--- config.mk ---
export PLATFORM = sky130hd
export DESIGN_NAME = bnn_act_packer
export DESIGN_NICKNAME = d
export VERILOG_FILES = /design/src/rtl/bnn_act_packer.sv
export SDC_FILE = /design/constraint.sdc
export NUM_CORES = 1
export LEC_CHECK = 0
export ABC_CLOCK_PERIOD_IN_PS = 2000
export BUFFER_PORTS_ARGS = -buffer_cell sky130_fd_sc_hd__buf_4
export CORE_UTILIZATION = 40
export DETAILED_ROUTE_END_ITERATION = 16
export PLACE_DENSITY = 0.67
export SLEW_MARGIN = 10
export SYNTH_ARGS = -nofsm -noshare
export SYNTH_HDL_FRONTEND = slang
export SYNTH_SLANG_ARGS = --single-unit
--- constraint.sdc ---
create_clock -name clk -period 2 [get_ports clk]
set_input_delay 0.3 -clock clk [delete_from_list [all_inputs] [get_ports clk]]
set_output_delay 0.3 -clock clk [all_outputs]
set_load 0.02 [all_outputs]
--- src/rtl/bnn_act_packer.sv ---
// Packs retiring BNN threshold bits LSB-first into a WIDTH-bit word that
// software reads (and clears) with a single instruction.
module bnn_act_packer #(
  parameter int WIDTH = 32
) (
  input  logic        clk,
  input  logic        reset,
  input  logic        act_valid_W,
  input  logic [31:0] BNNResult_W,
  input  logic        len_WE,
  input  logic [31:0] ExtImmW,
  input  logic        rd_en,
  output logic [31:0] rd_data,
  output logic [5:0]  count,
  output logic        full,
  output logic        overflow
);

  typedef enum logic [1:0] {
    EMPTY   = 2'd0,
    FILLING = 2'd1,
    FULL    = 2'd2
  } state_t;

  localparam logic [5:0]  WIDTH_L = 6'(WIDTH);
  localparam logic [31:0] WIDTH_X = 32'(WIDTH);

  logic [WIDTH-1:0] word_q, word_d, word_ins;
  logic [5:0]       count_q, count_d;
  logic [5:0]       pack_len_q, pack_len_d;
  logic             overflow_q, overflow_d;
  state_t           state_q, state_d;

  logic act_bit;
  logic unused_bnn_bits;
  assign act_bit         = BNNResult_W[0];
  assign unused_bnn_bits = ^BNNResult_W[31:1];

  // Current word with the incoming bit dropped into slot count_q.
  for (genvar gi = 0; gi < WIDTH; gi++) begin : g_ins
    assign word_ins[gi] = (count_q == 6'(gi)) ? act_bit : word_q[gi];
  end

  always_comb begin
    word_d     = word_q;
    count_d    = count_q;
    pack_len_d = pack_len_q;
    overflow_d = overflow_q;
    if (len_WE) begin
      pack_len_d = (ExtImmW == 32'd0 || ExtImmW > WIDTH_X) ? WIDTH_L : ExtImmW[5:0];
      word_d     = '0;
      count_d    = 6'd0;
      overflow_d = 1'b0;
    end else if (rd_en) begin
      // Read-and-clear; a simultaneous activation starts the next word.
      word_d     = '0;
      count_d    = 6'd0;
      overflow_d = 1'b0;
      if (act_valid_W) begin
        word_d[0] = act_bit;
        count_d   = 6'd1;
      end
    end else if (act_valid_W) begin
      if (state_q != FULL) begin
        word_d  = word_ins;
        count_d = count_q + 6'd1;
      end else begin
        overflow_d = 1'b1;
      end
    end

    if (count_d == 6'd0)             state_d = EMPTY;
    else if (count_d == pack_len_d)  state_d = FULL;
    else                             state_d = FILLING;
  end

  always_ff @(posedge clk or posedge reset) begin
    if (reset) begin
      word_q     <= '0;
      count_q    <= 6'd0;
      pack_len_q <= WIDTH_L;
      overflow_q <= 1'b0;
      state_q    <= EMPTY;
    end else begin
      word_q     <= word_d;
      count_q    <= count_d;
      pack_len_q <= pack_len_d;
      overflow_q <= overflow_d;
      state_q    <= state_d;
    end
  end

  // Bits at or above count are masked so stale data can never leak out.
  for (genvar gi = 0; gi < 32; gi++) begin : g_rd
    if (gi < WIDTH) begin : g_live
      assign rd_data[gi] = word_q[gi] & (6'(gi) < count_q);
    end else begin : g_zero
      assign rd_data[gi] = 1'b0;
    end
  end

  assign count    = count_q;
  assign full     = (state_q == FULL);
  assign overflow = overflow_q;

endmodule

## After elaboration in Yosys (flattened, before gate mapping)

Index checks and enable logic that the tools add are counted.

- Input port bits: 69
- Bits in writable memories: 0
- Memories kept: 0
- Word-level logic and storage cells: 258
- Bits in registers: 47
- Latch bits: 0
- Output and inout port bits: 40
- ROM bits: 0

- Shifts and indexed selects: 0
- Reduce and logical (&&, ||, !) cells: 71
- Divide/modulo/power cells: 0
- Multiplexer cells: 50
- Bitwise gates (word level): 32
- Magnitude comparators: 33
- Equality and inequality tests: 35
- Add/subtract/negate cells: 1
- Multipliers: 0

Operators by type and width:

| operator | count |
|---|---|
| 32-bit 2-to-1 mux | 4 |
| 3-bit nonzero test | 34 |
| 6-bit by 5-bit equality test with 1-bit output, second input constant | 16 |
| 5-bit by 6-bit less-than comparator with 1-bit output, first input constant | 16 |
| 3-bit AND reduction | 32 |
| 6-bit by 4-bit equality test with 1-bit output, second input constant | 8 |
| 4-bit by 6-bit less-than comparator with 1-bit output, first input constant | 8 |
| 1-bit 2-to-1 mux | 38 |
| 6-bit 2-to-1 mux | 6 |
| 1-bit bitwise AND | 32 |
| 32-bit by 6-bit greater-than comparator with 1-bit output, second input constant | 1 |
| 32-bit logical NOT | 1 |
| 6-bit by 3-bit equality test with 1-bit output, second input constant | 4 |
| 3-bit by 6-bit less-than comparator with 1-bit output, first input constant | 4 |
| 6-bit by 2-bit equality test with 1-bit output, second input constant | 2 |
| 6-bit logical NOT | 2 |
| 1-bit by 6-bit less-than comparator with 1-bit output, first input constant | 2 |
| 2-bit by 6-bit less-than comparator with 1-bit output, first input constant | 2 |
| 6-bit by 1-bit adder with 6-bit output, second input constant | 1 |
| 6-bit by 1-bit equality test with 1-bit output, second input constant | 1 |
| 6-bit equality test | 1 |
| 2-bit 2-to-1 mux | 2 |
| 3-bit inequality test, second input constant | 1 |
| 2-bit equality test, second input constant | 1 |
| other kinds (3) | 3 |

## Depth between registers and ports, before layout

Gate-level depths: netlist (run 1).

- Depth after elaboration: 8
- Mapped depth: 9
- Depth with buffers taken out: 8

## Worst setup path after synthesis (run 1)

No wires, ideal clock.

- Path type: reg-to-reg
- Start point: register count_q[1] (netlist: count[1])
- End point: register state_q[1]
- Clock period less this slack: 2.147 ns
- Data required time: 1.933 ns
- Cell stages (with the launch flop): 9
- Path buffers: 2
- Slack: -0.147 ns
- Library setup time: 0.067 ns
- Data arrival time: 2.080 ns
- Path through: dfrtp_1 ha_1 buf_2 and3_1 buf_2 a31oi_2 xor2_1 nor4_2 and3b_1

- Word-level cells in the longest chain between the ends: 8
- Elaborated cells on any way between the ends: 9
- Those cells by class: 1 x add/sub; 1 x eq/ne; 6 x mux; 1 x reduce/logical

RTL lines:

| what | RTL line | source |
|---|---|---|
| from (decl) | 29 | `logic [5:0] count_q, count_d;` |
| from (signal assigned) | 86 | `count_q <= count_d;` |
| 6-bit by 1-bit adder with 6-bit output | 66 | `count_d = count_q + 6'd1;` |
| 6-bit 2-to-1 mux | 64 | `if (state_q != FULL) begin` |
| 6-bit 2-to-1 mux * | 63 | `end else if (act_valid_W) begin` |
| 6-bit 2-to-1 mux * | 54 | `end else if (rd_en) begin` |
| 6-bit 2-to-1 mux * | 49 | `if (len_WE) begin` |
| 6-bit equality test | 73 | `else if (count_d == pack_len_d) state_d = FULL;` |
| 2-bit 2-to-1 mux | 73 |  |
| 2-bit 2-to-1 mux * | 72 | `if (count_d == 6'd0) state_d = EMPTY;` |
| named net state_d[1] | 32 | `state_t state_q, state_d;` |
| to (signal assigned) | 89 | `state_q <= state_d;` |
| to (decl) | 32 |  |

The timed path passes the listed nets; every way through them passes the cells marked *.
A chain may end at the register's enable or synchronous reset.

## Worst setup path in the final report (run 1)

- Start point: register count_q[4] (netlist: count[4])
- End point: output rd_data[2]

- Word-level cells in the longest chain between the ends: 2

RTL lines:

| what | RTL line | source |
|---|---|---|
| 2-bit by 6-bit less-than comparator with 1-bit output | 96 | `assign rd_data[gi] = word_q[gi] & (6'(gi) < count_q);` |
| 1-bit bitwise AND | 96 |  |
| to (decl) | 13 | `output logic [31:0] rd_data,` |

No other way between the ends.

==> results.md, run 1 <==
- Die height: a little under 90 microns
- Synth Flop Type: dfrtp_1
- CTS Buf Count: 5
- Peak fanout along the critical path: 5
- RR Endpoint: state_q[1]
- Worst-Margin Slew: a little under 0.6 ns
- P per Cell Area: roughly 440 nW/um^2
- Clock Tree Root: clkbuf_8
- Top post-synthesis cells by count: 60 x nand2_1, 46 x a21oi_1, 46 x dfrtp_1
- Worst Setup SP: count[4]
- GPL Wtd Cong: 0.8526
- Vias: between 2k and 3k
- Buf/Inv on CP: 1
- Initial antenna violation count: 0
- Initial Util: 42.00%
- Final Util: approximately 60%
- Port buffer count: 77
- Critical Path RT: between 1.5 and 2 ns
- FF-to-FF path depth: 9
- Routed Antenna Nets: 0
- Post-synthesis net count: 422
- Stages on worst setup path: 4
- First drt pass iteration count: 4
- Final Setup Violations: 3
- Largest net degree at the start of global routing: 34
- Largest family of logic cells by synthesized area: simple AND/OR/NAND/NOR gates
- Row cnt: 30
- DIE AREA: 7557 sq um
- Top-count cell post-synth: nand2_1
- Status: finished with violations
- Hold Fails Final Rpt: 0
- Worst r2r src: count[4]
- Avg WL per Cell: between 10 and 15 microns
- Leakage: 1.897 nW
- Grt ovf: 0
- FF+latch count, synth: between 40 and 50
- Setup Crit Path Kind: register to output port
- Hold WS: roughly 0.24 ns
- EDFF count, synth: 0
- Mean Syn Cell Area: a little over 8 sq um
- N_diodes: 0
- Synth Area in Adders: roughly 1.3%
- Max_cap viols: 0
- Drt drc: 0
- Setup WS post-layout: -0.04740 ns
- Worst Hold Class: primary input to register
- Num Clock Sinks: 47
- H-tree level count: 2
- Post-synthesis sequential area ratio: ~40%
- R2R setup slack: approximately 0.09 ns
- Failing checks: setup timing
- Type of origin of the critical path: register
- Post-Syn Instances: 350
- Max Freq: around 0.49 GHz
- Total GRT Usage: 22.05%
- First-pass GRT wire length: roughly 13,000 microns
- Area delta synth->final: 38.73%
- Clock Skew: 0.01506 ns
- Share of cells above drive strength 1: a little under two fifths
- Yosys warns: 0
- Core Footprint: around 6900 sq um
- Dpl cell area: around 3700 sq um
- Critical Path, Cell by Cell: or3_4, or2_4, o21a_1, buf_6
- CP Capture Type: output port
- Clock Latency Late Sink: 0.31 ns
- Critical path's slowest cell: dfrtp_2
- Top-level port count: between 100 and 150
- Fill count: between 600 and 700
- Vias in the first global route: about 2.7k
- Minimum clock period: about 2.0 ns
- Max VDD drop: roughly 0.24 mV
- Post-Place Cells: around 530
- DIE WIDTH: around 87 microns
- RSZ-0062 raised after global routing: true
- Max-slew violation count: 0
- CP top delay family: simple AND/OR/NAND/NOR gates
- 1st-iter DRT viols: around 180
- CTS tree: yes
- Nets: about 520
- Synth Area in Simple Gates: between 30% and 40%
- Cell area after synthesis: a little under 3000 sq um
- Routed wire length: 7923 microns
- Non-filler cells, final: approximately 550
- Critical path endpoint: rd_data[2]
- Synth area leader: dfrtp_1
- Fraction of registers with async set/reset: 100.0%
- Cell variety after synth: 50
- Worst path arrival time: 1.75 ns
- Clock buffer depth: 2
- Final Cycle Share: 102.4%
- Mux cell area share after synthesis: 3.816%
- Clk slew on worst S/H paths: 0.08 ns
- Synth top area cells: dfrtp_1 40%, a21oi_1 8.0%, nand2_1 7.8%, nand3_1 4.0%, mux2i_1 3.8%
- Design Power: around 1.8 mW
- Slowest stage delay, CP: 0.46 ns
- Hpwl dp: approximately 5800 microns
- Synth top area share: between 30% and 40%
- Synth Area in XOR/XNOR: just over 3%
- Slew headroom: 60.05%
- Via density: 5.168
- Synth Area in Compound Gates: a little over an eighth
- Final Cell Area: between 4000 and 5000 sq um
==> how the worst min path moves through the flow <==
stage                              start            end  slack, ns  cells after the start
after floorplan           BNNResult_W[0]      word_q[0]       0.43                      2
after global placement             reset       overflow       0.32                      2
after detailed placement           reset     word_q[29]       0.32                      2
after CTS                     ExtImmW[4]  pack_len_q[4]       0.23                      3
after global routing          ExtImmW[3]  pack_len_q[3]       0.25                      3
final                         ExtImmW[3]  pack_len_q[3]       0.24                      3
==> worst min-delay path, stage by stage <==
cell,delay [ns]
buf_4,0.08
a21oi_1,0.08
inv_1,0.05
==> per-layer routing <==
layer,track usage (%),part of all wire [%]
met5,0,0
met4,5.000,1.1
met3,3.223,4.9
met2,37.87,49
met1,29.44,45
==> through the flow <==
step                setup slack (ns)   TNS, ns
global placement            -0.04577  -0.07009
global route                -0.08811   -0.3059
floorplan                   -0.02264  -0.02264
CTS                         -0.03771  -0.09316
detailed placement          -0.03287  -0.04118
finish                      -0.04740  -0.08353
==> final cells by class <==
type	count	area (sq um)	share of cell area [%]
sequential	47	1185	29.60
timing repair buffer	117	932.1	23.29
inverter	15	63.81	1.594
tap	96	120.1	3.001
multi-input combinational	264	1617	40.39
clock inverter	2	12.51	0.3126
clock buffer	6	72.57	1.813
==> state kept, by name, summed over array words and instances (netlist names) <==
| name | cells |
|---|---|
| count | 6 |
| state_q | 2 |
| pack_len_q | 6 |
| word_q | 32 |
| overflow | 1 |
==> report_power, final <==
part	internal [mW]	total (mW)	switching, mW
sequential	0.956	0.960	0.00360
combinational	0.102	0.227	0.125
clock	0.245	0.584	0.338
total	1.30	1.77	0.467
==> logic make-up after synthesis <==
kind of cell,count (synthesis)
AO/OA/AOI/OAI,65
XOR/XNOR,10
adder cells (fa/ha/maj),3
buffers and inverters,39
flip-flops,47
multiplexers,11
AND/OR/NAND/NOR,175
==> cell usage in the layout (no fill, tap or decap), types with 3 or more instances in the layout <==
cell / count
nor4_1: 5
and3_1: 3
a21oi_1: 44
nor3_1: 6
buf_6: 7
inv_1: 10
dfrtp_2: 6
and2b_4: 3
nor2_1: 24
o21a_1: 6
and2_1: 7
clkbuf_8: 5
o21ai_1: 3
nand4_1: 5
mux2i_1: 11
xor2_1: 7
nand2b_1: 3
dfrtp_1: 40
nand3_1: 23
nor2b_1: 6
xnor2_1: 3
nor2_2: 5
buf_4: 107
nand2_1: 60
==> what timing repair did <==
item / in CTS / in global routing
setup buffers: 8 / 4
hold buffers: 1 / 0
endpoints found under the setup margin: 21 / 17
pin swaps: 1 / 2
gates resized for setup: 18 / 18
hold endpoints to repair: 14 / 0
Note: power is estimated with default switching activity, not from simulation.
==> run 2, diff against run 1 <==
--- a/config.mk
+++ b/config.mk
@@ -7,9 +7,11 @@
 export LEC_CHECK = 0
 export ABC_CLOCK_PERIOD_IN_PS = 2000
 export BUFFER_PORTS_ARGS = -buffer_cell sky130_fd_sc_hd__buf_4
+export CORE_MARGIN = 1.5
 export CORE_UTILIZATION = 40
 export DETAILED_ROUTE_END_ITERATION = 16
 export PLACE_DENSITY = 0.67
+export SKIP_CTS_REPAIR_TIMING = 1
 export SLEW_MARGIN = 10
 export SYNTH_ARGS = -nofsm -noshare
 export SYNTH_HDL_FRONTEND = slang
==> results.md, run 2 (synthesis results as in run 1) <==
- First-pass GRT wire length: 12,920 microns
- Status: finished with violations
- Setup WS post-layout: -0.06504 ns
- N_diodes: 0
- Initial Util: roughly 42%
- Post-Place Cells: ~530
- R2R setup slack: 0.11 ns
- Dpl ws: 0.05243 ns
- Fill count: 627
- Vias: between 2k and 3k
- Most frequent cells in the layout: 114 x buf_4, 60 x nand2_1, 43 x a21oi_1, 42 x dfrtp_1, 25 x nor2_1
- Largest Register: word_q
- 1st-iter DRT viols: between 150 and 200
- Commonest non-fill, non-tap cell in the layout: buf_4
- Clk slew on worst S/H paths: 0.09 ns
- Slowest stage delay, CP: around 0.46 ns
- Core Footprint: around 6900 sq um
- Hold path startpoint: ExtImmW[2]
- Critical path's slowest cell: dfrtp_2
- Max-slew violation count: 0
- Num Clock Sinks: between 40 and 50
- Worst r2r src: count[1]
- Grt ovf: 0
- Clock Tree Root: clkbuf_8
- Vias in the first global route: between 2k and 3k
- Initial antenna violation count: 0
- Share of cells above drive strength 1: about 37%
- Die height: between 80 and 90 microns
- Peak fanout along the critical path: 7
- Max VDD drop: a little over 0.3 mV
- Hold Path End: pack_len_q[2]
- Hpwl dp: between 5000 and 6000 microns
- Buf/Inv on CP: 1
- Clock Latency Late Sink: 0.30 ns
- Failing checks: setup timing
- Avg WL per Cell: about 15 microns
- P per Cell Area: between 400 and 500 nW/um^2
- Max_cap viols: 0
- Worst path arrival time: between 1.5 and 2 ns
- CP top delay family: simple AND/OR/NAND/NOR gates
- Largest net degree at the start of global routing: 33
- Critical Path, Cell by Cell: or3_4, or2_4, o21a_1, buf_6
- Non-filler cells, final: between 500 and 600
- Type of origin of the critical path: register
- Via density: about 5.2
- CTS tree: yes
- GPL Wtd Cong: between 0.8 and 0.9
- Setup Crit Path Kind: register to output port
- Hold Fails Final Rpt: 0
- Final Cycle Share: 103.3%
- Leakage: 1.896 nW
- Worst Hold Class: primary input to register
- Top-level port count: about 110
- RR Endpoint: state_q[1]
- Minimum clock period: 2.065 ns
- Drt drc: 0
- FF-to-FF path depth: 9
- Slew headroom: between 60% and 70%
- DIE WIDTH: between 80 and 90 microns
- Multi-input gate area: between 1500 and 2000 sq um
- Worst-Margin Slew: 0.4688 ns
- Total GRT Usage: around a fifth
- Port buffer count: 77
- Final Setup Violations: 5
- Critical Path RT: roughly 1.7 ns
- H-tree level count: 2
- Row cnt: 30
- CTS Buf Count: 5
- Clock buffer depth: 2
- First drt pass iteration count: 4
- Nets: 525
- CP Capture Type: output port
- WHS Path Cells: 3
- DIE AREA: about 7700 sq um
- Register Area: around 1200 sq um
- Max Freq: slightly below 0.5 GHz
- Max FFs per register: 32
- Routed Antenna Nets: 0
- Area delta synth->final: 37.42%
- Clock Skew: 0.01036 ns
- Routed wire length: between 8000 and 9000 microns
- RSZ-0062 raised after global routing: true
- Design Power: about 1.7 mW
==> run 2: changes by cell type in the layout (fill, tap and decap cells not counted), sizes merged <==
cell	before	now
buf	116	119
clkinv	2	1
clkbuf	6	7
clkinvlp	1	0
==> run 2: worst max path at each step <==
| stage | from | to | cells past startpoint |
|---|---|---|---|
| floorplan | count[1] | state_q[1] | 8 |
| finish | count[4] | rd_data[2] | 4 |
| detailed placement | ExtImmW[23] | state_q[1] | 8 |
| global route | count[4] | rd_data[2] | 4 |
| CTS | count[4] | rd_data[4] | 4 |
| global placement | ExtImmW[5] | state_q[1] | 8 |
==> run 2: worst reg2reg max path, delay by kind of cell, from the launching register on <==
kind,cells,cell delay (ns)
AND/OR/NAND/NOR,5,0.76
flip-flops,1,0.43
XOR/XNOR,2,0.33
buffers and inverters,2,0.26
==> run 2: cell type report <==
class                           count  share of cell area [%]
Sequential cell                    47                   29.82
Timing Repair Buffer              120                   23.26
Tap cell                           96                   3.029
Multi-Input combinational cell    264                   40.55
Clock buffer                        7                   1.925
Inverter                           15                   1.420
==> run 2: power breakdown <==
group | internal [mW] | switching [mW]
logic | 0.105 | 0.125
registers | 0.956 | 0.00356
clock network | 0.242 | 0.317
==> run 2: metal layers <==
metal	track usage, %	vias up	wire [microns]
met1	29.80	1360	3583
li1	-	1384	-
met2	34.77	95	3976
met4	4.185	0	64
met5	0	-	0
met3	3.864	7	500
==> run 2: metrics by stage <==
stage / TNS [ns] / cell area (sq um) / hold slack, ns / util (%)
after floorplan: -0.02264 / 2888 / 0.4273 / -
after global placement: 0 / 3736 / 0.2689 / 54.39
after detailed placement: 0 / 3736 / 0.2601 / 54.39
after CTS: -1.526 / 3812 / -0.07163 / 55.50
after global routing: -0.9076 / 3965 / 0.2355 / 57.72
final: -0.2144 / 3965 / 0.2345 / 57.72
==> run 3, diff against run 2 <==
--- a/config.mk
+++ b/config.mk
@@ -11,6 +11,7 @@
 export CORE_UTILIZATION = 40
 export DETAILED_ROUTE_END_ITERATION = 16
 export PLACE_DENSITY = 0.67
+export REMOVE_ABC_BUFFERS = 1
 export SKIP_CTS_REPAIR_TIMING = 1
 export SLEW_MARGIN = 10
 export SYNTH_ARGS = -nofsm -noshare
==> results.md, run 3 (synthesis results as in run 1) <==
- Status: finished with violations
- Failing checks: setup timing
- FF-to-FF path depth: 7
- First-pass GRT wire length: roughly 13,000 microns
- Setup Crit Path Kind: register to output port
- Clk slew on worst S/H paths: ~0.09 ns
- Critical Path RT: roughly 1.7 ns
- H-tree level count: 2
- Final Util: around 58%
- Internal power: roughly 1.5 mW
- Port buffer count: 77
- Worst Setup SP: count[3]
- Total GRT Usage: 21.54%
- Seq pwr share: between 50% and 60%
- Max_cap viols: 0
- Clock buffer depth: 2
- Worst-Margin Slew: ~0.74 ns
- Clock Skew: between 0.01 and 0.015 ns
- Share of cells above drive strength 1: around 37%
- 1st-iter DRT viols: ~140
- Die height: around 88 microns
- Vias in the first global route: 2,609
- Grt ovf: 0
- CTS Buf Count: 5
- Core Footprint: roughly 6900 sq um
- Top-level port count: ~110
- Final Cycle Share: 102.7%
- Max VDD drop: 0.2609 mV
- Nets: between 500 and 600
- Vias: 2,878
- R2R setup slack: approximately 0.1 ns
- Final Setup Violations: 7
- Max FFs per register: 32
- Avg WL per Cell: between 10 and 15 microns
- Type of origin of the critical path: register
- Slew headroom: between 50% and 60%
- Drt drc: 0
- Max Freq: 0.4870 GHz
- Worst path arrival time: approximately 1.8 ns
- Via density: 5.261
- Largest net degree at the start of global routing: 36
- RSZ-0062 raised after global routing: true
- Routed Antenna Nets: 0
- Power share of the clock group: 38.4%
- Leakage: ~1.9 nW
- Area delta synth->final: 38.42%
- Num Clock Sinks: 47
- Combinational share of power: a little under an eighth
- Worst Hold Class: primary input to asynchronous set/reset pin
- N_diodes: 0
- P per Cell Area: between 400 and 500 nW/um^2
- GPL Wtd Cong: 0.8837
- Largest Register: word_q
- Switch share: around a quarter
- Initial antenna violation count: 0
- Hpwl dp: between 5000 and 6000 microns
- Design Power: approximately 1.9 mW
- Most frequent cells in the layout: 109 x buf_4, 59 x nand2_1, 44 x a21oi_1, 43 x dfrtp_1, 25 x nor2_1
- Worst r2r src: count[2]
- Initial Util: between 40 and 50%
- Peak fanout along the critical path: 6
- Slowest stage delay, CP: ~0.46 ns
- RR Endpoint: state_q[1]
- CP Capture Type: output port
- CTS tree: yes
- Post-Place Cells: between 500 and 600
- Critical path endpoint: rd_data[2]
- DIE WIDTH: between 80 and 90 microns
- Hold Fails Final Rpt: 0
- Critical Path, Cell by Cell: or3_4, or2_4, o21a_1, buf_6
- Routed wire length: 8040 microns
- First drt pass iteration count: 4
- DIE AREA: ~7700 sq um
- Minimum clock period: 2.053 ns
- Critical path's slowest cell: dfrtp_2
- Max-slew violation count: 0
- Non-filler cells, final: roughly 550
- Commonest non-fill, non-tap cell in the layout: buf_4
- Clock Tree Root: clkbuf_8
- Setup WS post-layout: -0.05346 ns
- Clock Latency Late Sink: a little over 0.3 ns
- NetSw: 0.4619 mW
- Dpl ws: -0.06225 ns
- Row cnt: 30
[run 3: cell type report]
type                    instances  area [sq um]
well taps                      96         120.1
fillers                       653          2875
inverters                      15         56.30
clock buffers                   6         82.58
repair buffers                117         917.1
multi-input cells             264          1602
flip-flops and latches         47          1181
clock inverters                 2         35.03
[run 3: worst min path at each step]
stage	start	endpoint	slack, ns	depth (start not counted)
final	reset	word_q[11]	0.12	2
after global routing	reset	word_q[27]	0.19	2
after detailed placement	reset	word_q[27]	0.48	2
after global placement	reset	word_q[27]	0.47	2
after floorplan	BNNResult_W[0]	word_q[0]	0.43	2
after CTS	reset	word_q[14]	0.15	2
[run 3: metrics by stage]
| stage | setup TNS, ns | area, sq um | hold WS [ns] |
|---|---|---|---|
| final | -0.1792 | 3994 | 0.1195 |
| after floorplan | -0.5024 | 2780 | 0.4273 |
| after CTS | -0.9509 | 3886 | 0.1534 |
| after detailed placement | -0.09747 | 3769 | 0.4832 |
| after global placement | -0.07032 | 3769 | 0.4708 |
| after global routing | -1.172 | 3994 | 0.1881 |
[run 3: metal layers]
layer | up-vias | wire length [microns] | GRT usage, %
met3 | 10 | 359 | 3.864
met5 | - | 0 | 0
met2 | 85 | 3897 | 34.84
li1 | 1387 | - | -
met4 | 0 | 121 | 6.061
met1 | 1396 | 3662 | 29.61
[run 3: critical path: cells and delay by family (launching register included)]
family / cells / cell delay (ns)
and+or+nand+nor: 2 / 0.68
DFF: 1 / 0.46
AOI/OAI and AO/OA: 1 / 0.18
buffers and inverters: 1 / 0.13
[run 3: power groups by stage]
stage / sequential (mW) / combinational, mW / clock (mW)
after floorplan: 0.983 / 0.0796 / 0
after CTS: 0.959 / 0.217 / 0.752
after global routing: 0.961 / 0.242 / 0.792
after global placement: 0.977 / 0.214 / 0
after detailed placement: 0.978 / 0.216 / 0
final: 0.959 / 0.223 / 0.737
